<file path="config.mk">
export PLATFORM = sky130hd
export DESIGN_NAME = mby_egr_tagring_inj_arb_flat
export DESIGN_NICKNAME = d
export VERILOG_FILES = /design/src/rtl/mby_gmm_pkg.sv /design/src/rtl/egr_tagring_if.sv /design/src/rtl/mby_rr_arb_n.sv /design/src/rtl/mby_egr_tagring_inj_arb.sv /design/src/flat_wrapper.sv
export SDC_FILE = /design/constraint.sdc
export NUM_CORES = 1
export LEC_CHECK = 0
export ABC_AREA = 1
export CORE_ASPECT_RATIO = 2
export CORE_MARGIN = 2
export CORE_UTILIZATION = 43
export CTS_CLUSTER_DIAMETER = 80
export CTS_CLUSTER_SIZE = 20
export DETAILED_ROUTE_END_ITERATION = 8
export HOLD_SLACK_MARGIN = 0.03
export PLACE_DENSITY = 0.84
export SETUP_SLACK_MARGIN = 0.05
export SKIP_LAST_GASP = 1
export SLEW_MARGIN = 20
export SYNTH_ARGS = -nofsm -noshare
export SYNTH_HDL_FRONTEND = slang
export SYNTH_SLANG_ARGS = --single-unit
</file>
<file path="constraint.sdc">
create_clock -name cclk -period 3.1 [get_ports cclk]
set_clock_uncertainty 0.15 [all_clocks]
set_input_delay 0.465 -clock cclk [delete_from_list [all_inputs] [get_ports cclk]]
set_output_delay 0.465 -clock cclk [all_outputs]
set_load 0.01 [all_outputs]
</file>
<file path="src/rtl/mby_gmm_pkg.sv">
// mby_gmm_pkg: shared tag ring slot type plus tag-ring injector defaults and FSM states
package mby_gmm_pkg;
  typedef struct packed {
    logic        valid;
    logic [3:0]  dst;
    logic [11:0] tag;
  } mby_tag_ring_t;
  localparam int MBY_TAGRING_NREQ_DEF = 4;
  typedef enum logic [1:0] {IDLE, WAIT, STARVED} tagring_inj_state_t;
endpackage

</file>
<file path="src/rtl/egr_tagring_if.sv">
// egr_tagring_if: one tag ring slot between adjacent ring stops
interface egr_tagring_if;
  import mby_gmm_pkg::*;
  mby_tag_ring_t slot;
  modport egr (input slot);
  modport tagring (output slot);
endinterface

</file>
<file path="src/rtl/mby_rr_arb_n.sv">
// mby_rr_arb_n: combinational round-robin one-hot picker; first request at or above ptr wins, with wrap
module mby_rr_arb_n #(
  parameter int N = 4,
  localparam int IW = $clog2(N)
) (
  input  logic [N-1:0]  req,
  input  logic [IW-1:0] ptr,
  input  logic          en,
  output logic [N-1:0]  gnt,
  output logic [IW-1:0] gnt_idx
);
  logic [IW-1:0] w_j;
  always_comb begin
    gnt = '0;
    gnt_idx = '0;
    w_j = '0;
    for (int k = N - 1; k >= 0; k--) begin
      w_j = IW'((int'(ptr) + k) % N);
      if (en && req[w_j]) begin
        gnt = '0;
        gnt[w_j] = 1'b1;
        gnt_idx = w_j;
      end
    end
  end
endmodule

</file>
<file path="src/rtl/mby_egr_tagring_inj_arb.sv">
// mby_egr_tagring_inj_arb: injects local tags into empty ring slots round-robin,
// with a starvation monitor that asks upstream for a bubble
module mby_egr_tagring_inj_arb
  import mby_gmm_pkg::*;
#(
  parameter int N_REQ = MBY_TAGRING_NREQ_DEF,
  parameter int CNT_W = 8,
  localparam int IW = $clog2(N_REQ)
) (
  input  logic                            cclk,
  input  logic                            rst_n,
  input  logic                            cfg_enable,
  input  logic [CNT_W-1:0]                cfg_starve_thr,
  egr_tagring_if.egr                      ring_in,
  egr_tagring_if.tagring                  ring_out,
  input  logic [N_REQ-1:0]                req_valid,
  input  mby_tag_ring_t [N_REQ-1:0]       req_tag,
  output logic [N_REQ-1:0]                req_ready,
  output logic                            bubble_req,
  output logic [CNT_W-1:0]                starve_cnt
);
  tagring_inj_state_t r_state, w_state_nxt;
  logic [IW-1:0]    r_ptr, w_gnt_idx;
  logic [CNT_W-1:0] r_cnt, w_cnt_nxt, w_cnt_inc;
  logic             r_bubble, w_pend, w_grant;
  mby_tag_ring_t    r_slot, w_slot_nxt, w_tag;
  mby_rr_arb_n #(.N(N_REQ)) u_arb (
    .req     (req_valid),
    .ptr     (r_ptr),
    .en      (cfg_enable & ~ring_in.slot.valid),
    .gnt     (req_ready),
    .gnt_idx (w_gnt_idx)
  );
  assign w_pend    = cfg_enable & |req_valid;
  assign w_grant   = |req_ready;
  assign w_cnt_inc = &r_cnt ? r_cnt : r_cnt + 1'b1;
  always_comb begin
    w_tag = req_tag[w_gnt_idx];
    w_tag.valid = 1'b1;
    w_slot_nxt = ring_in.slot.valid ? ring_in.slot : w_grant ? w_tag : '0;
  end
  // A pending request that is not granted is by construction blocked by through traffic
  always_comb begin
    w_state_nxt = r_state;
    w_cnt_nxt = r_cnt;
    if (!w_pend || w_grant) begin
      w_state_nxt = IDLE;
      w_cnt_nxt = '0;
    end else begin
      w_cnt_nxt = w_cnt_inc;
      w_state_nxt = (r_state == STARVED || (|cfg_starve_thr && w_cnt_inc >= cfg_starve_thr)) ? STARVED : WAIT;
    end
  end
  always_ff @(posedge cclk or negedge rst_n) begin
    if (!rst_n) begin
      r_slot <= '0;
      r_state <= IDLE;
      r_cnt <= '0;
      r_bubble <= 1'b0;
      r_ptr <= '0;
    end else begin
      r_slot <= w_slot_nxt;
      r_state <= w_state_nxt;
      r_cnt <= w_cnt_nxt;
      r_bubble <= w_state_nxt == STARVED;
      if (w_grant) r_ptr <= IW'((int'(w_gnt_idx) + 1) % N_REQ);
    end
  end
  assign ring_out.slot = r_slot;
  assign bubble_req = r_bubble;
  assign starve_cnt = r_cnt;
endmodule

</file>
<file path="src/flat_wrapper.sv">
// flat-port wrapper written by rule: the top's interface ports become plain ports
module mby_egr_tagring_inj_arb_flat import mby_gmm_pkg::*;
#(
  parameter int N_REQ = MBY_TAGRING_NREQ_DEF,
  parameter int CNT_W = 8,
  localparam int IW = $clog2(N_REQ)
)
  (cclk, rst_n, cfg_enable, cfg_starve_thr, req_valid, req_tag, req_ready, bubble_req, starve_cnt, ring_in_slot, ring_out_slot);
  egr_tagring_if ring_in_i ();
  egr_tagring_if ring_out_i ();
  input  logic cclk;
  input  logic rst_n;
  input  logic cfg_enable;
  input  logic [CNT_W-1:0] cfg_starve_thr;
  input  logic [N_REQ-1:0] req_valid;
  input  mby_tag_ring_t [N_REQ-1:0] req_tag;
  output logic [N_REQ-1:0] req_ready;
  output logic bubble_req;
  output logic [CNT_W-1:0] starve_cnt;
  input wire logic [$bits(ring_in_i.slot)-1:0] ring_in_slot;
  output wire logic [$bits(ring_out_i.slot)-1:0] ring_out_slot;
  assign ring_in_i.slot = ring_in_slot;
  assign ring_out_slot = ring_out_i.slot;
  mby_egr_tagring_inj_arb #(.N_REQ(N_REQ), .CNT_W(CNT_W)) u_core (.cclk(cclk), .rst_n(rst_n), .cfg_enable(cfg_enable), .cfg_starve_thr(cfg_starve_thr), .ring_in(ring_in_i), .ring_out(ring_out_i), .req_valid(req_valid), .req_tag(req_tag), .req_ready(req_ready), .bubble_req(bubble_req), .starve_cnt(starve_cnt));
endmodule
</file>
After elaboration in Yosys (flattened, before gate mapping) --
Cells that the tools add are included.
Cells by class: eq/ne operators 2, bitwise logic cells 3, reduce and logical (&&, ||, !) cells 16, $lt $le $gt $ge 10, multiplexer cells 32, add/subtract/negate cells 5
Operator list (number):
- 17-bit binary-select mux with 2-bit select | 1
- 17-bit two-way mux | 2
- 16-bit two-way mux | 1
- 4-bit two-way mux | 4
- 8-bit two-way mux | 2
- 2-bit by 3-bit < comparator with 1-bit output, second input constant | 5
- 2-bit two-way mux | 6
- 1-bit logical AND | 9
- 8-bit by 1-bit adder with 8-bit output, second input constant | 1
- 1-bit binary-select mux with 2-bit select | 4
- 1-bit demux with 2-bit select | 4
- 2-bit by 1-bit greater-or-equal comparator with 1-bit output, second input constant | 4
- 8-bit greater-or-equal comparator | 1
- 1-bit two-way mux | 8
- 8-bit AND reduction | 1
- 4-bit OR reduction | 2
- 8-bit OR reduction | 1
- 2-bit by 1-bit adder with 2-bit output, second input constant | 2
- 2-bit adder, second input constant | 2
- 2-bit == test, second input constant | 2
- 1-bit bitwise AND | 2
- 1-bit logical OR | 2
- 1-bit logical NOT | 1
- 1-bit NOT | 1
Storage, ports and cells: input bits 100, word-level logic and storage cells 75, output and inout bits 30, bits in registers 30

Longest topological paths before layout --
depth after elaboration 13, depth in mapped cells 18, mapped depth without buffers 18

Modules after synthesis --
A second synthesis with hierarchy kept.
Second synthesis, totals: cells, all modules 377, area total of the unflattened synthesis 2466.1 sq um
By module, submodules not included:
- mby_egr_tagring_inj_arb | area an instance 1964.4 sq um, seq. area each 725.7 sq um, times used 1, cells an instance 283
- mby_rr_arb_n | area an instance 501.7 sq um, seq. area each 0.0 sq um, times used 1, cells an instance 94

Worst setup path after synthesis --
Ideal clock, no wire load.
path type register -> register, from register u_core.r_cnt[0], in the netlist u_core.starve_cnt[0], to register u_core.r_state[0], library setup time 0.070 ns, slack 0.514 ns, data arrival time 2.365 ns, path buffers 0, stages on the path, launching flop included 18, clock period less this slack 2.586 ns, data required time 2.880 ns, cells stage by stage dfrtp_1 > ha_1 > nand3_1 > nor2_1 > nand2_1 > nor2_1 > nand2_1 > inv_1 > nor3_1 > a21oi_1 > ha_1 > a21oi_1 > o21ai_0 > nand2_1 > o2111ai_1 > a22oi_1 > inv_1 > nor2_2
Between the ends: cells in the longest elaborated chain, start to end 7, elaborated cells on any way between the ends 8, those cells by class 1 x add/sub; 1 x order compare; 3 x mux; 3 x reduce/logical
Ends and longest elaborated chain:
- from (decl) | line mby_egr_tagring_inj_arb.sv:24 | logic [CNT_W-1:0] r_cnt, w_cnt_nxt, w_cnt_inc;
- from (signal assigned) | line mby_egr_tagring_inj_arb.sv:64 | r_cnt <= w_cnt_nxt;
- 8-bit by 1-bit adder with 8-bit output / 8-bit AND reduction (equally long branches) | line mby_egr_tagring_inj_arb.sv:36 | assign w_cnt_inc = &r_cnt ? r_cnt : r_cnt + 1'b1;
- 8-bit two-way mux (*) | line mby_egr_tagring_inj_arb.sv:36
- 8-bit greater-or-equal comparator (*) | line mby_egr_tagring_inj_arb.sv:51 | w_state_nxt = (r_state == STARVED || (|cfg_starve_thr && w_cnt_inc >= cfg_starve_thr)) ? STARVED : WAIT;
- 1-bit logical AND (*) | line mby_egr_tagring_inj_arb.sv:51
- 1-bit logical OR (*) | line mby_egr_tagring_inj_arb.sv:51
- 2-bit two-way mux (*) | line mby_egr_tagring_inj_arb.sv:51
- 2-bit two-way mux (*) | line mby_egr_tagring_inj_arb.sv:46 | if (!w_pend || w_grant) begin
- named net u_core.w_state_nxt[0] | line mby_egr_tagring_inj_arb.sv:22 | tagring_inj_state_t r_state, w_state_nxt;
- to (signal assigned) | line mby_egr_tagring_inj_arb.sv:63 | r_state <= w_state_nxt;
- to (decl) | line mby_egr_tagring_inj_arb.sv:22
The timed path passes the listed nets; every way through them passes the cells marked *. A chain may end at the register's enable or synchronous reset.

Worst setup path in the final report --
from input port cfg_enable, to output port req_ready[2]
Between the ends: cells in the longest elaborated chain, start to end 6, elaborated cells on any way between the ends 9, those cells by class 4 x mux; 1 x bitwise; 4 x reduce/logical
Ends and longest elaborated chain:
- from (decl) | line flat_wrapper.sv:13 | input logic cfg_enable;
- 1-bit bitwise AND (*) | line mby_egr_tagring_inj_arb.sv:30 | .en (cfg_enable & ~ring_in.slot.valid),
- 1-bit logical AND | line mby_rr_arb_n.sv:19 | if (en && req[w_j]) begin
- 4-bit two-way mux (3 in series) | line mby_rr_arb_n.sv:19
- 4-bit two-way mux (*) | line mby_rr_arb_n.sv:19
- to (decl) | line flat_wrapper.sv:17 | output logic [N_REQ-1:0] req_ready;
Every way passes the cells marked *; elsewhere a longest branch is shown, timed or not.

==> qor.csv <==
stage,metric,value,unit
placed_design,"worst slack, placed",0.0289,ns
worst_setup_path,endpoint kind of the worst setup timing path,primary output,
power_and_ir_drop,sw frac,45.9,%
detailed_routing,met3 wire length,333,um
placed_design,"number of placed instances, taps included",688,
worst_setup_path,crit path buf inv count,4,
clock_tree,number of buffers created by CTS,5,
clock_tree,CTS root buf,sky130_fd_sc_hd__clkbuf_16,
detailed_routing,first drt pass iteration count,6,
timing,final count of negative-setup-slack endpoints,0,
logic_synthesis,flip-flop and latch count after synthesis,29,
clock_tree,sink count of the clock tree,29,
timing,Peak Freq,0.330,GHz
finish,highest-count cells in the layout ignoring fill and taps,"sky130_fd_sc_hd__nand2_1, sky130_fd_sc_hd__clkdlybuf4s50_1, sky130_fd_sc_hd__inv_1",
clock_tree,CTS Hold Bufs,0,
floorplan,Placeable Area,6620,um2
flow_run,# Max-Cap Violations,0,
grt,vias in the first global route,3140,
timing,unrepaired setup endpoints after global routing,yes,
timing,ratio of final minimum period to clock period,97.9,%
timing,slew at the pin closest to its max-slew limit,0.467,ns
finish,combined flip-flop and latch cell area,726,um2
detailed_routing,ratio of routed vias to standard cells,4.82,
timing,relative max-transition margin,68.8,%
power_and_ir_drop,post-layout power,0.00326,W
placed_design,IO buf count,125,
floorplan,DIE AREA,7570,um2
floorplan,Chip Width,62.5,um
detailed_routing,remaining antenna violation count,0,
detailed_routing,routed metal-1 wire length,2970,um
clock_tree,TritonCTS clock tree,yes,
detailed_routing,top metal layer carrying routed signals,met4,
grt,wire length of the first global-routing pass,13500,um
power_and_ir_drop,clock share of power,15.0,%
logic_synthesis,Synth Area per Inst,6.07,um2
logic_synthesis,Synth Net Count,602,
detailed_routing,total wire length,8670,um
timing,final critical-path required period,3.03,ns
grt,largest net degree at the start of global routing,35,
grt,antenna violations before repair,0,
detailed_routing,vias after detailed routing,3402,
floorplan,initial standard-cell utilization of the core,44.5,%
detailed_routing,met2 wirelength from detailed routing,5120,um
power_and_ir_drop,Pwr per Cell Area,721,nW/um2
logic_synthesis,number of different library cells in the post-synthesis netlist,33,
power_and_ir_drop,net switching power,0.00150,W
power_and_ir_drop,total leakage power,2.50,nW
logic_synthesis,post-synthesis cell count,485,
worst_setup_path,type of element launching the critical path,input port,
worst_setup_path,arrival time of data at the critical path endpoint,2.42,ns
timing,post-layout worst setup margin,0.0662,ns
timing,final count of hold timing violations,0,
power_and_ir_drop,relative contribution of combinational cells to total power,67.0,%
placed_design,GP Congestion,0.864,
finish,diode count,0,
placed_design,post-DP HPWL,6920,um
timing,final count of pins violating max slew,0,
finish,post-layout utilization of the core,68.4,%
outcome,result of the run,"complete, no violations",
finish,Area growth syn-to-layout,53.7,%
clock_tree,Skew-Pair Late Insertion Delay,0.27,ns
logic_synthesis,fraction of post-synthesis cell area in the top cell type by area,24.6,%
clock_tree,deepest clock path buffer count,2,
floorplan,number of top-level pins,130,
floorplan,Die Span Y,121,um
finish,FILL cells,604,
floorplan,count of standard-cell rows,42,
worst_setup_path,worst-path cell with the longest stage delay,sky130_fd_sc_hd__clkdlybuf4s50_1,
finish,fraction of final layout cells sized beyond drive strength 1,10.2,%
worst_setup_path,slowest cell delay on critical path,0.53,ns
grt,total gr overflow,0,
clock_tree,clock-pin slew reported for the worst setup and hold paths after clock tree synthesis,0.05,ns
worst_setup_path,"Largest delay share family, worst path",buffers and inverters,
logic_synthesis,leading cell types by total area after synthesis,"sky130_fd_sc_hd__dfrtp_1, sky130_fd_sc_hd__nand2_1, sky130_fd_sc_hd__nand3_1, sky130_fd_sc_hd__inv_1, sky130_fd_sc_hd__ha_1",
logic_synthesis,mapped cell area,2950,um2
hold_path,Hold Crit Class,register to register,
logic_synthesis,number of warnings reported in the yosys synthesis log,0,
finish,final net count,734,
detailed_routing,violation count after the first detailed-route iteration,225,
detailed_routing,remaining design rule violation count,0,
grt,overall track demand over capacity in global routing,22.0,%
clock_tree,number of levels the H-tree was split into,2,
logic_synthesis,proportion of synthesized chip area in sequential cells,24.6,%
worst_setup_path,biggest fanout along the worst timing path,6,
finish,non-filler instance count after layout,706,
power_and_ir_drop,internal cell power,0.00176,W
worst_setup_path,CP Data Required Time,2.48,ns
power_and_ir_drop,VDD IR-drop max,351,uV
power_and_ir_drop,share of power burned in registers,18.0,%
detailed_routing,routed length per instance,12.3,um
worst_setup_path,CP Cell Sequence,clkdlybuf4s50_1 > inv_1 > nor2_8 > nand2_1 > nor2_4 > nand3_1 > nand3_1 > nand2_1 > inv_1 > clkdlybuf4s50_1,
finish,most common library cell in the layout ignoring fill and taps,sky130_fd_sc_hd__nand2_1,
worst_setup_path,critical path class,input port to primary output,
logic_synthesis,cell type contributing the most total cell area after synthesis,sky130_fd_sc_hd__dfrtp_1,
timing,Worst Hold Slack,0.440,ns
finish,multi-input logic area,1720,um2
## synth_stat cells
cell,count
sky130_fd_sc_hd__nand2_1,156
sky130_fd_sc_hd__inv_1,110
sky130_fd_sc_hd__nand3_1,85
sky130_fd_sc_hd__dfrtp_1,29
sky130_fd_sc_hd__ha_1,17
sky130_fd_sc_hd__nor2_1,14
sky130_fd_sc_hd__nor2_2,12
sky130_fd_sc_hd__a21oi_1,7
sky130_fd_sc_hd__buf_2,7
sky130_fd_sc_hd__buf_4,5
sky130_fd_sc_hd__nand2_2,5
sky130_fd_sc_hd__inv_2,4
sky130_fd_sc_hd__buf_6,3
sky130_fd_sc_hd__nand2_4,3
sky130_fd_sc_hd__nand4_1,3
sky130_fd_sc_hd__nor4_1,3
sky130_fd_sc_hd__nand3_2,2
sky130_fd_sc_hd__nor2_4,2
sky130_fd_sc_hd__nor3_1,2
sky130_fd_sc_hd__o21ai_0,2
sky130_fd_sc_hd__xor2_1,2
sky130_fd_sc_hd__a21boi_4,1
sky130_fd_sc_hd__a22oi_1,1
sky130_fd_sc_hd__clkbuf_1,1
sky130_fd_sc_hd__clkinv_1,1
sky130_fd_sc_hd__inv_4,1
sky130_fd_sc_hd__nand3_4,1
sky130_fd_sc_hd__nor2_8,1
sky130_fd_sc_hd__nor3b_1,1
sky130_fd_sc_hd__o2111ai_1,1
sky130_fd_sc_hd__o21bai_1,1
sky130_fd_sc_hd__or2_2,1
sky130_fd_sc_hd__xnor2_1,1
## layout make-up
class | count | share of cell area [%]
Sequential cell | 29 | 16.0
Inverter | 116 | 9.67
Multi-Input combinational cell | 325 | 37.9
Clock buffer | 7 | 3.37
Tap cell | 88 | 2.43
Timing Repair Buffer | 140 | 30.5
Clock inverter | 1 | 0.111
## what timing repair did
item	4_1_cts	5_1_grt
gates cloned	0	1
setup endpoints to repair	4	6
resized for setup	2	8
pin swaps	1	3
buffers inserted	0	9
endpoints found under the hold margin	0	0
## registers in the layout, summed over array words and instances, names as in the netlist
| signal | flops |
|---|---|
| u_core.ring_out.slot | 17 |
| u_core.r_state | 1 |
| u_core.bubble_req | 1 |
| u_core.r_ptr | 2 |
| u_core.starve_cnt | 8 |
## through the flow
| stage | TNS [ns] | area (um2) |
|---|---|---|
| CTS | 0 | 4420 |
| floorplan | 0 | 2950 |
| global route | -0.0576 | 4530 |
| finish | 0 | 4530 |
| detailed placement | 0 | 4250 |
| global placement | 0 | 4250 |
## cell families after synthesis
| logic type | synth area share [%] |
|---|---|
| fa+ha+maj | 7.22 |
| compound gates | 2.97 |
| xor+xnor | 0.892 |
| buf+inv | 18.6 |
| flops | 24.6 |
| simple gates | 45.7 |
## worst paths after layout
| path | startpoint | slack (ns) | cells after the start | to |
|---|---|---|---|---|
| worst min register to register | u_core.bubble_req | 0.44 | 3 | u_core.r_state[0] |
| min in group asynchronous | rst_n | 0.45 | 2 | u_core.ring_out.slot[13] |
| worst min-delay path | u_core.bubble_req | 0.44 | 3 | u_core.r_state[0] |
| worst max-delay path | cfg_enable | 0.07 | 10 | req_ready[2] |
| worst max register to register | u_core.starve_cnt[0] | 0.21 | 17 | u_core.r_state[0] |
| max in group asynchronous | rst_n | 2.09 | 2 | u_core.starve_cnt[2] |
## power groups by stage
stage               clock network [W]  logic, W  registers, W
global placement                    0   0.00203      0.000593
global route                 0.000513   0.00243      0.000601
detailed placement                  0   0.00209      0.000594
CTS                          0.000499   0.00211      0.000588
floorplan                           0   0.00137      0.000657
finish                       0.000491   0.00219      0.000587
## metal layers
metal	vias up	GRT usage [%]
li1	1730	-
met1	1535	21.3
met2	121	45.2
met3	16	2.23
met4	0	9.31
met5	-	0
## worst min-delay path: cells and delay by family, from the launching register on
family          cells  cell delay [ns]
flops               1             0.36
buf+inv             1             0.07
simple gates        1             0.04
compound gates      1             0.09
(Power assumes the default switching activity.)
